### config.mk
export PLATFORM = sky130hd
export DESIGN_NAME = ahb_addr_decoder
export DESIGN_NICKNAME = d
export VERILOG_FILES = /design/src/rtl/ahb_addr_decoder.sv
export SDC_FILE = /design/constraint.sdc
export NUM_CORES = 1
export LEC_CHECK = 0
export BUFFER_PORTS_ARGS = -buffer_cell sky130_fd_sc_hd__buf_2
export CORE_AREA = 2 2 73 75
export DETAILED_ROUTE_END_ITERATION = 12
export DIE_AREA = 0 0 75 77
export PLACE_DENSITY = 0.72
export SYNTH_ARGS = -nofsm -noshare
export SYNTH_HDL_FRONTEND = slang
export SYNTH_SLANG_ARGS = --single-unit
### constraint.sdc
create_clock -name HCLK -period 2.45 [get_ports HCLK]
set_clock_uncertainty 0.2 [all_clocks]
set_input_delay 0.245 -clock HCLK [delete_from_list [all_inputs] [get_ports HCLK]]
set_output_delay 0.245 -clock HCLK [all_outputs]
set_load 0.02 [all_outputs]
### src/rtl/ahb_addr_decoder.sv
`default_nettype none
// ============================================================================
// Module      : ahb_addr_decoder
// Description : AHB-Lite region decoder, data-phase response mux and built-in
//               default slave that answers unmapped transfers with ERROR.
// Revision    : 1.0 - initial parametrised release
// ============================================================================
module ahb_addr_decoder #(
  parameter int ADDR_W     = 14,
  parameter int DATA_W     = 32,
  parameter int NUM_SLAVES = 3,
  parameter int SEL_W      = 2,
  parameter int CNT_W      = 8
) (
  input  logic                         HCLK,
  input  logic                         HRESET,
  input  logic [ADDR_W-1:0]            HADDR,
  input  logic [1:0]                   HTRANS,
  output logic [NUM_SLAVES-1:0]        HSEL,
  input  logic [NUM_SLAVES*DATA_W-1:0] HRDATA_S,
  input  logic [NUM_SLAVES-1:0]        HREADYOUT_S,
  input  logic [NUM_SLAVES-1:0]        HRESP_S,
  output logic [DATA_W-1:0]            HRDATA,
  output logic                         HREADY,
  output logic                         HRESP,
  output logic [CNT_W-1:0]             err_count
);

  localparam logic [SEL_W-1:0] C_NUM_SLAVES = SEL_W'(NUM_SLAVES);

  typedef enum logic [1:0] {
    DS_OK   = 2'd0,
    DS_ERR1 = 2'd1,
    DS_ERR2 = 2'd2
  } ds_state_t;

  ds_state_t          state_q, state_d;
  logic [SEL_W-1:0]   dsel_q;
  logic               dvalid_q;
  logic [CNT_W-1:0]   err_count_q, err_count_d;

  logic [SEL_W-1:0]   w_region;
  logic               w_mapped;
  logic               w_err_start;
  logic [DATA_W-1:0]  w_slv_rdata;
  logic               w_slv_ready;
  logic               w_slv_resp;
  logic               w_unused_bits;

  assign w_region      = HADDR[ADDR_W-1 -: SEL_W];
  assign w_mapped      = (w_region < C_NUM_SLAVES);
  assign w_unused_bits = ^{HADDR[ADDR_W-SEL_W-1:0], HTRANS[0]};

  generate
    for (genvar gi = 0; gi < NUM_SLAVES; gi++) begin : g_hsel
      assign HSEL[gi] = (w_region == SEL_W'(gi));
    end
  endgenerate

  always_comb begin
    w_slv_rdata = '0;
    w_slv_ready = 1'b1;
    w_slv_resp  = 1'b0;
    for (int i = 0; i < NUM_SLAVES; i++) begin
      if (dsel_q == SEL_W'(i)) begin
        w_slv_rdata = HRDATA_S[i*DATA_W +: DATA_W];
        w_slv_ready = HREADYOUT_S[i];
        w_slv_resp  = HRESP_S[i];
      end
    end
  end

  // Unmapped data phases are answered by the default slave, never a real slave.
  always_comb begin
    HRDATA = '0;
    HREADY = (state_q != DS_ERR1);
    HRESP  = (state_q != DS_OK);
    if (dvalid_q) begin
      HRDATA = w_slv_rdata;
      HREADY = w_slv_ready;
      HRESP  = w_slv_resp;
    end
  end

  assign w_err_start = HREADY && HTRANS[1] && !w_mapped;

  always_comb begin
    state_d     = state_q;
    err_count_d = err_count_q;
    case (state_q)
      DS_OK:   if (w_err_start) state_d = DS_ERR1;
      DS_ERR1: state_d = DS_ERR2;
      DS_ERR2: state_d = w_err_start ? DS_ERR1 : DS_OK;
      default: state_d = DS_OK;
    endcase
    if ((state_d == DS_ERR1) && (state_q != DS_ERR1) && (err_count_q != '1)) begin
      err_count_d = err_count_q + CNT_W'(1);
    end
  end

  always_ff @(posedge HCLK) begin
    if (HRESET) begin
      state_q     <= DS_OK;
      dsel_q      <= '0;
      dvalid_q    <= 1'b0;
      err_count_q <= '0;
    end else begin
      if (HREADY) begin
        dsel_q   <= w_region;
        dvalid_q <= w_mapped;
      end
      state_q     <= state_d;
      err_count_q <= err_count_d;
    end
  end

  assign err_count = err_count_q;

endmodule
`default_nettype wire
==> flow_summary.json, run 1 <==
{
  "gp_congestion": 0.870,
  "yosysWarnings": 0,
  "setup_viol": 0,
  "rsz0062_at_grt": "false",
  "hold_viol_final": 0,
  "final_cell_count_no_fill": 441,
  "ys.flop_type": "dfxtp_1",
  "path_class": "register to output port",
  "synth_compound_area_frac": 0.219,
  "synth.avg_cell_area_sq_um": 6.46,
  "totalWireLength_um": 5500,
  "cp_data_required_time_ns": 2.01,
  "synthAdderAreaFrac": 0.00853,
  "seq_power_share": 0.262,
  "drt-initial-drc-count": 65,
  "pre_cts_ws_ns": 0.330,
  "synth_edf_count": 0,
  "start_util": 0.295,
  "wl_per_cell_um": 12.5,
  "path_clk_slew_ns": 0.06,
  "slew_headroom": 0.774,
  "period_minus_slack_ns": 2.10,
  "min_period_over_period": 0.859,
  "synth_top_family_by_area": "simple AND/OR/NAND/NOR gates",
  "crit_fanout": 19,
  "synthTopCellsByArea": "mux2i_1 23%, dfxtp_1 18%, nor2_1 17%",
  "remaining_drc_errors": 0,
  "syn_nets": 348,
  "synth_common_cells": "68 x nor2_1, 45 x a21oi_1, 34 x mux2i_1, 14 x clkbuf_1, 13 x dfxtp_1",
  "grt_usage": 0.171,
  "grt-ovfl-total": 0,
  "cts_buffer_depth": 2,
  "ir_drop_uv": 244,
  "postCtsSetupRepairBufs": 0,
  "hold_class": "input port to register",
  "async_reset_ff_frac": 0,
  "drt_pass1_iterations": 4,
  "cts_root_buf": "clkbuf_8",
  "setup_tns_ns": 0,
  "synth-simple-area-share": 0.298,
  "cts_tree": "done",
  "yosysTopAreaCellShare": 0.232,
  "die_w_um": 75,
  "slew_viol_final": 0,
  "diodes": 0,
  "power.density_nw_per_um2": 368,
  "numCtsBuffers": 3,
  "grt_pass1_vias": 1930,
  "synth.most_common_cell": "nor2_1",
  "yosys.cell_types.count": 31,
  "p_sw_mw": 0.336,
  "tightest_slew_ns": 0.339,
  "dp_cells": 437,
  "rows": 26,
  "fp.coreArea_sq_um": 4980,
  "grt_max_degree": 31,
  "p_clk_frac": 0.222,
  "die_h_um": 77,
  "switching_share": 0.391,
  "antenna_found_initial": 0,
  "critPathLaunchType": "register",
  "ios": 165,
  "grt_pass1_wl_um": 8100,
  "area_growth_pct": 59.3,
  "leakagePower_nw": 1.22,
  "intPower_mw": 0.523,
  "ctsHtreeMaxLevel": 1,
  "netlist_area_sq_um": 1470,
  "synth_xor_area_frac": 0,
  "dieArea_sq_um": 5780,
  "clkLatencyLatePin_ns": 0.24,
  "drive_gt1_frac": 0.442,
  "antenna_left": 0,
  "hpwl_um": 4220,
  "outcome": "complete, no violations",
  "cts.sinks": 13,
  "crit_arrival_ns": 1.66,
  "vias": 2154,
  "synthMuxAreaShare": 0.232,
  "seq_area_frac_synth": 0.177,
  "end_kind": "output port",
  "via_per_inst": 4.88,
  "portBuffers": 151,
  "synth_largest_area_cell": "mux2i_1",
  "fin_nets": 493,
  "ys_ff_latch": 13,
  "setup_ws_ns": 0.347,
  "num-fill-cells": 520,
  "maxCapViolations": 0,
  "p_comb_frac": 0.516,
  "fmax_mhz": 475,
  "synth_cells": 227
}
-- kinds of logic (layout without fill, tap and decap cells) --
logic type	Yosys count	in the layout
compound gates	58	58
fa+ha+maj	1	1
buf+inv	23	167
flops	13	13
mux	34	34
simple gates	98	98
-- critical path: stages, from the launching register on --
cell and delay, ns:
dfxtp_1 0.43, nor4bb_1 0.30, a311o_2 0.35, inv_1 0.14, buf_2 0.19
-- metrics by stage --
stage / utilization / area (sq um) / power (mW) / hold WS [ns]
final: 0.469 / 2340 / 0.859 / 0.0979
after floorplan: - / 1470 / 0.500 / 0.114
after detailed placement: 0.460 / 2290 / 0.674 / 0.293
after global placement: 0.460 / 2290 / 0.668 / 0.278
after global routing: 0.469 / 2340 / 0.924 / 0.111
after CTS: 0.469 / 2330 / 0.867 / 0.0934
-- sequential cells by signal, summed over array words and instances, names as in the netlist --
| name | count |
|---|---|
| dvalid_q | 1 |
| dsel_q | 2 |
| err_count | 8 |
| state_q | 2 |
-- timing repair --
| action | 4_1_cts | 5_1_grt |
|---|---|---|
| setup endpoints to repair | 0 | 1 |
| hold buffers | 0 | 0 |
| gates resized for setup | 0 | 1 |
-- routing by layer --
| layer | routed length, um | global-route usage | part of all wire |
|---|---|---|---|
| met5 | 0 | 0 | 0 |
| met4 | 41 | 0.0393 | 0.0075 |
| met1 | 2180 | 0.191 | 0.40 |
| met2 | 2730 | 0.324 | 0.50 |
| met3 | 557 | 0.0263 | 0.10 |
-- final timing paths --
kind | startpoint | to | slack [ns] | depth (start not counted)
hold / removal | HADDR[12] | dsel_q[0] | 0.1 | 3
setup / recovery | dvalid_q | HREADY | 0.35 | 4
setup reg to reg | err_count[0] | err_count[5] | 0.47 | 5
hold reg to reg | err_count[7] | err_count[7] | 0.30 | 2
-- final cells by class --
type                            instances  area (sq um)  area share
Multi-Input combinational cell        191          1110       0.477
Sequential cell                        13           262       0.112
Timing Repair Buffer                  158           808       0.346
Clock buffer                            4          45.0      0.0193
Inverter                                5          18.8     0.00803
Tap cell                               70          87.6      0.0375
-- power groups by stage --
stage | clock [mW] | sequential (mW) | combinational [mW]
floorplan | 0 | 0.227 | 0.274
global placement | 0 | 0.229 | 0.439
detailed placement | 0 | 0.230 | 0.445
CTS | 0.195 | 0.225 | 0.447
global route | 0.205 | 0.226 | 0.492
finish | 0.191 | 0.225 | 0.443
-- layout by cell type, fill, tap and decap left out, drive strengths merged, types with 2 or more instances in the layout --
cell	instances
a21oi	45
or4	5
nor2b	3
o21ai	3
nor2	68
nand4	2
nand2	7
o31ai	5
or3	2
clkbuf	4
nand3	2
inv	5
dfxtp	13
mux2i	34
nor3	2
buf	158
Note: power is estimated with default switching activity, not from simulation.
==> run 2, diff against run 1 <==
Settings changed: ABC_AREA from default to 1, CELL_PAD_IN_SITES_DETAIL_PLACEMENT from default to 2, CELL_PAD_IN_SITES_GLOBAL_PLACEMENT from default to 2, CORE_AREA 2 2 73 75 to 2 2 112 114, DIE_AREA 0 0 75 77 to 0 0 114 116, PLACE_DENSITY 0.72 to 0.78.
==> run 2 against run 1 <==
Effect of this change:
- worst setup slack lost 0.080 ns
- largest cell class unchanged
- combinational power grew 28%
- power grew 30%
- non-clock buffer count grew 3
- via count grew 23%
- synthesized area grew 12%
- critical endpoint is now HRDATA[16]
- utilization shrank 25 points
- synthesized cell count grew 41%
- flip-flop and latch count is the same
==> flow_summary.json, run 2 <==
{
  "outcome": "complete, no violations",
  "num-fill-cells": 1519,
  "critPathLaunchType": "register",
  "min-delay-start": "HADDR[12]",
  "start_util": 0.138,
  "fp.coreArea_sq_um": 11900,
  "ios": 165,
  "antenna_found_initial": 0,
  "synth_common_cells": "126 x nand2_1, 69 x nand3_1, 45 x inv_1, 13 x dfxtp_1, 10 x clkbuf_1",
  "ctsHtreeMaxLevel": 1,
  "hpwl_um": 7350,
  "antenna_left": 0,
  "grt_usage": 0.133,
  "gp_congestion": 0.731,
  "drive_gt1_frac": 0.372,
  "yosysTopAreaCellShare": 0.287,
  "p_sw_mw": 0.466,
  "diodes": 0,
  "slew_viol_final": 0,
  "setup_tns_ns": 0,
  "hold_end": "dsel_q[0]",
  "synth_edf_count": 0,
  "path_class": "register to output port",
  "ir_drop_uv": 177,
  "grt_max_degree": 34,
  "synth.avg_cell_area_sq_um": 5.17,
  "netlist_area_sq_um": 1650,
  "fin_nets": 587,
  "end_kind": "output port",
  "r2r_slack_ns": 0.56,
  "grt-ovfl-total": 0,
  "synthTopCellsByArea": "nand2_1 29%, nand3_1 21%, dfxtp_1 16%",
  "postCtsSetupRepairBufs": 0,
  "die_h_um": 116,
  "r2r_start": "dsel_q[0]",
  "ys_ff_latch": 13,
  "p_comb_frac": 0.508,
  "totalPowerFinal_mw": 1.11,
  "vias": 2644,
  "fmax_mhz": 458,
  "rsz0062_at_grt": "false",
  "yosys.cell_types.count": 25,
  "grt_pass1_vias": 2893,
  "seq_area_frac_synth": 0.158,
  "grt_pass1_wl_um": 14100,
  "r2r_cells": 7,
  "clkLatencyLatePin_ns": 0.25,
  "via_per_inst": 4.32,
  "power.density_nw_per_um2": 419,
  "remaining_drc_errors": 0,
  "cts_tree": "done",
  "period_minus_slack_ns": 2.18,
  "cp_data_required_time_ns": 2.01,
  "synth_largest_area_cell": "nand2_1",
  "ys.flop_type": "dfxtp_1",
  "slew_headroom": 0.678,
  "syn_nets": 440,
  "numCtsBuffers": 3,
  "hold_class": "input port to register",
  "largest_reg_flops": 8,
  "area_growth_pct": 61.4,
  "yosysWarnings": 0,
  "totalWireLength_um": 9170,
  "min_period_over_period": 0.891,
  "cts_hold_buffers": 0,
  "rows": 40,
  "portBuffers": 151,
  "crit_arrival_ns": 1.74,
  "crit_fanout": 33,
  "leakagePower_nw": 1.67,
  "cts_root_buf": "clkbuf_16",
  "path_clk_slew_ns": 0.05,
  "wl_per_cell_um": 15.0,
  "drt_pass1_iterations": 3,
  "setup_viol": 0,
  "fin_hold_ws_ns": 0.105,
  "layout_commonest_cell": "buf_2",
  "async_reset_ff_frac": 0,
  "rr_endpoint": "err_count[4]",
  "die_w_um": 114,
  "switching_share": 0.418,
  "tightest_slew_ns": 0.482,
  "dieArea_sq_um": 13200,
  "hold_depth": 3,
  "cts.sinks": 13,
  "hold_viol_final": 0,
  "cts_buffer_depth": 2,
  "final_cell_mix": "151 x buf_2, 126 x nand2_1, 69 x nand3_1",
  "synth_cells": 319,
  "maxCapViolations": 0,
  "seq_power_share": 0.207,
  "ctsResizeCount": 0,
  "synth.most_common_cell": "nand2_1",
  "drt-initial-drc-count": 75,
  "p_clk_frac": 0.285,
  "intPower_mw": 0.649
}
[run 2: how the worst max path moves through the flow]
| stage | from | endpoint | slack, ns | depth (start not counted) |
|---|---|---|---|---|
| final | dsel_q[1] | HRDATA[16] | 0.27 | 8 |
| after global placement | dsel_q[1] | HRDATA[10] | 0.50 | 8 |
| after global routing | dsel_q[1] | HRDATA[26] | 0.07 | 8 |
| after detailed placement | dsel_q[1] | HRDATA[26] | 0.48 | 8 |
| after floorplan | dsel_q[0] | HRESP | 0.66 | 5 |
| after CTS | dsel_q[1] | HRDATA[26] | 0.22 | 8 |
[run 2: kinds of logic (layout without fill, tap and decap cells)]
logic type	Yosys count	in the layout	synth area share
and+or+nand+nor	223	223	0.616
buffers and inverters	65	211	0.156
AOI/OAI and AO/OA	14	14	0.0471
DFF	13	13	0.158
xor gates and xnor gates	3	3	0.0159
adders and majority gates	1	1	0.00759
[run 2: power groups by stage]
stage               registers [mW]  clock network, mW  logic [mW]
detailed placement           0.235                  0       0.581
global placement             0.234                  0       0.561
finish                       0.230              0.317       0.567
CTS                          0.231              0.317       0.585
global route                 0.232              0.329       0.638
floorplan                    0.229                  0       0.334
[run 2: critical path, cell delays in order (launching register included)]
cell and delay [ns]:
dfxtp_1 0.37, inv_2 0.15, nor2_2 0.11, buf_4 0.36, nand2_1 0.11, nand3_1 0.09, nand2_1 0.06, inv_1 0.07
buf_2 0.16
[run 2: cell type report]
cell class                 count  area, sq um  share of cell area
sequential                    13          260              0.0978
timing repair buffer         161          831               0.312
tap                          147          184              0.0691
clock buffer                   4         78.8              0.0296
inverter                      46          173              0.0649
multi-input combinational    241         1130               0.426
[run 2: routing by layer]
layer | routed length [um] | GRT usage | part of all wire
met5 | 0 | 0 | 0
met3 | 435 | 0.0126 | 0.047
met1 | 3770 | 0.156 | 0.41
met2 | 4890 | 0.262 | 0.53
met4 | 72 | 0.0252 | 0.0078
[run 2: stage by stage]
| step | cells | area, sq um | setup slack (ns) | util |
|---|---|---|---|---|
| floorplan | 319 | 1650 | 0.657 | - |
| global placement | 608 | 2580 | 0.502 | 0.217 |
| detailed placement | 608 | 2580 | 0.483 | 0.217 |
| CTS | 612 | 2660 | 0.218 | 0.223 |
| global route | 612 | 2660 | 0.0721 | 0.223 |
| finish | 612 | 2660 | 0.267 | 0.223 |
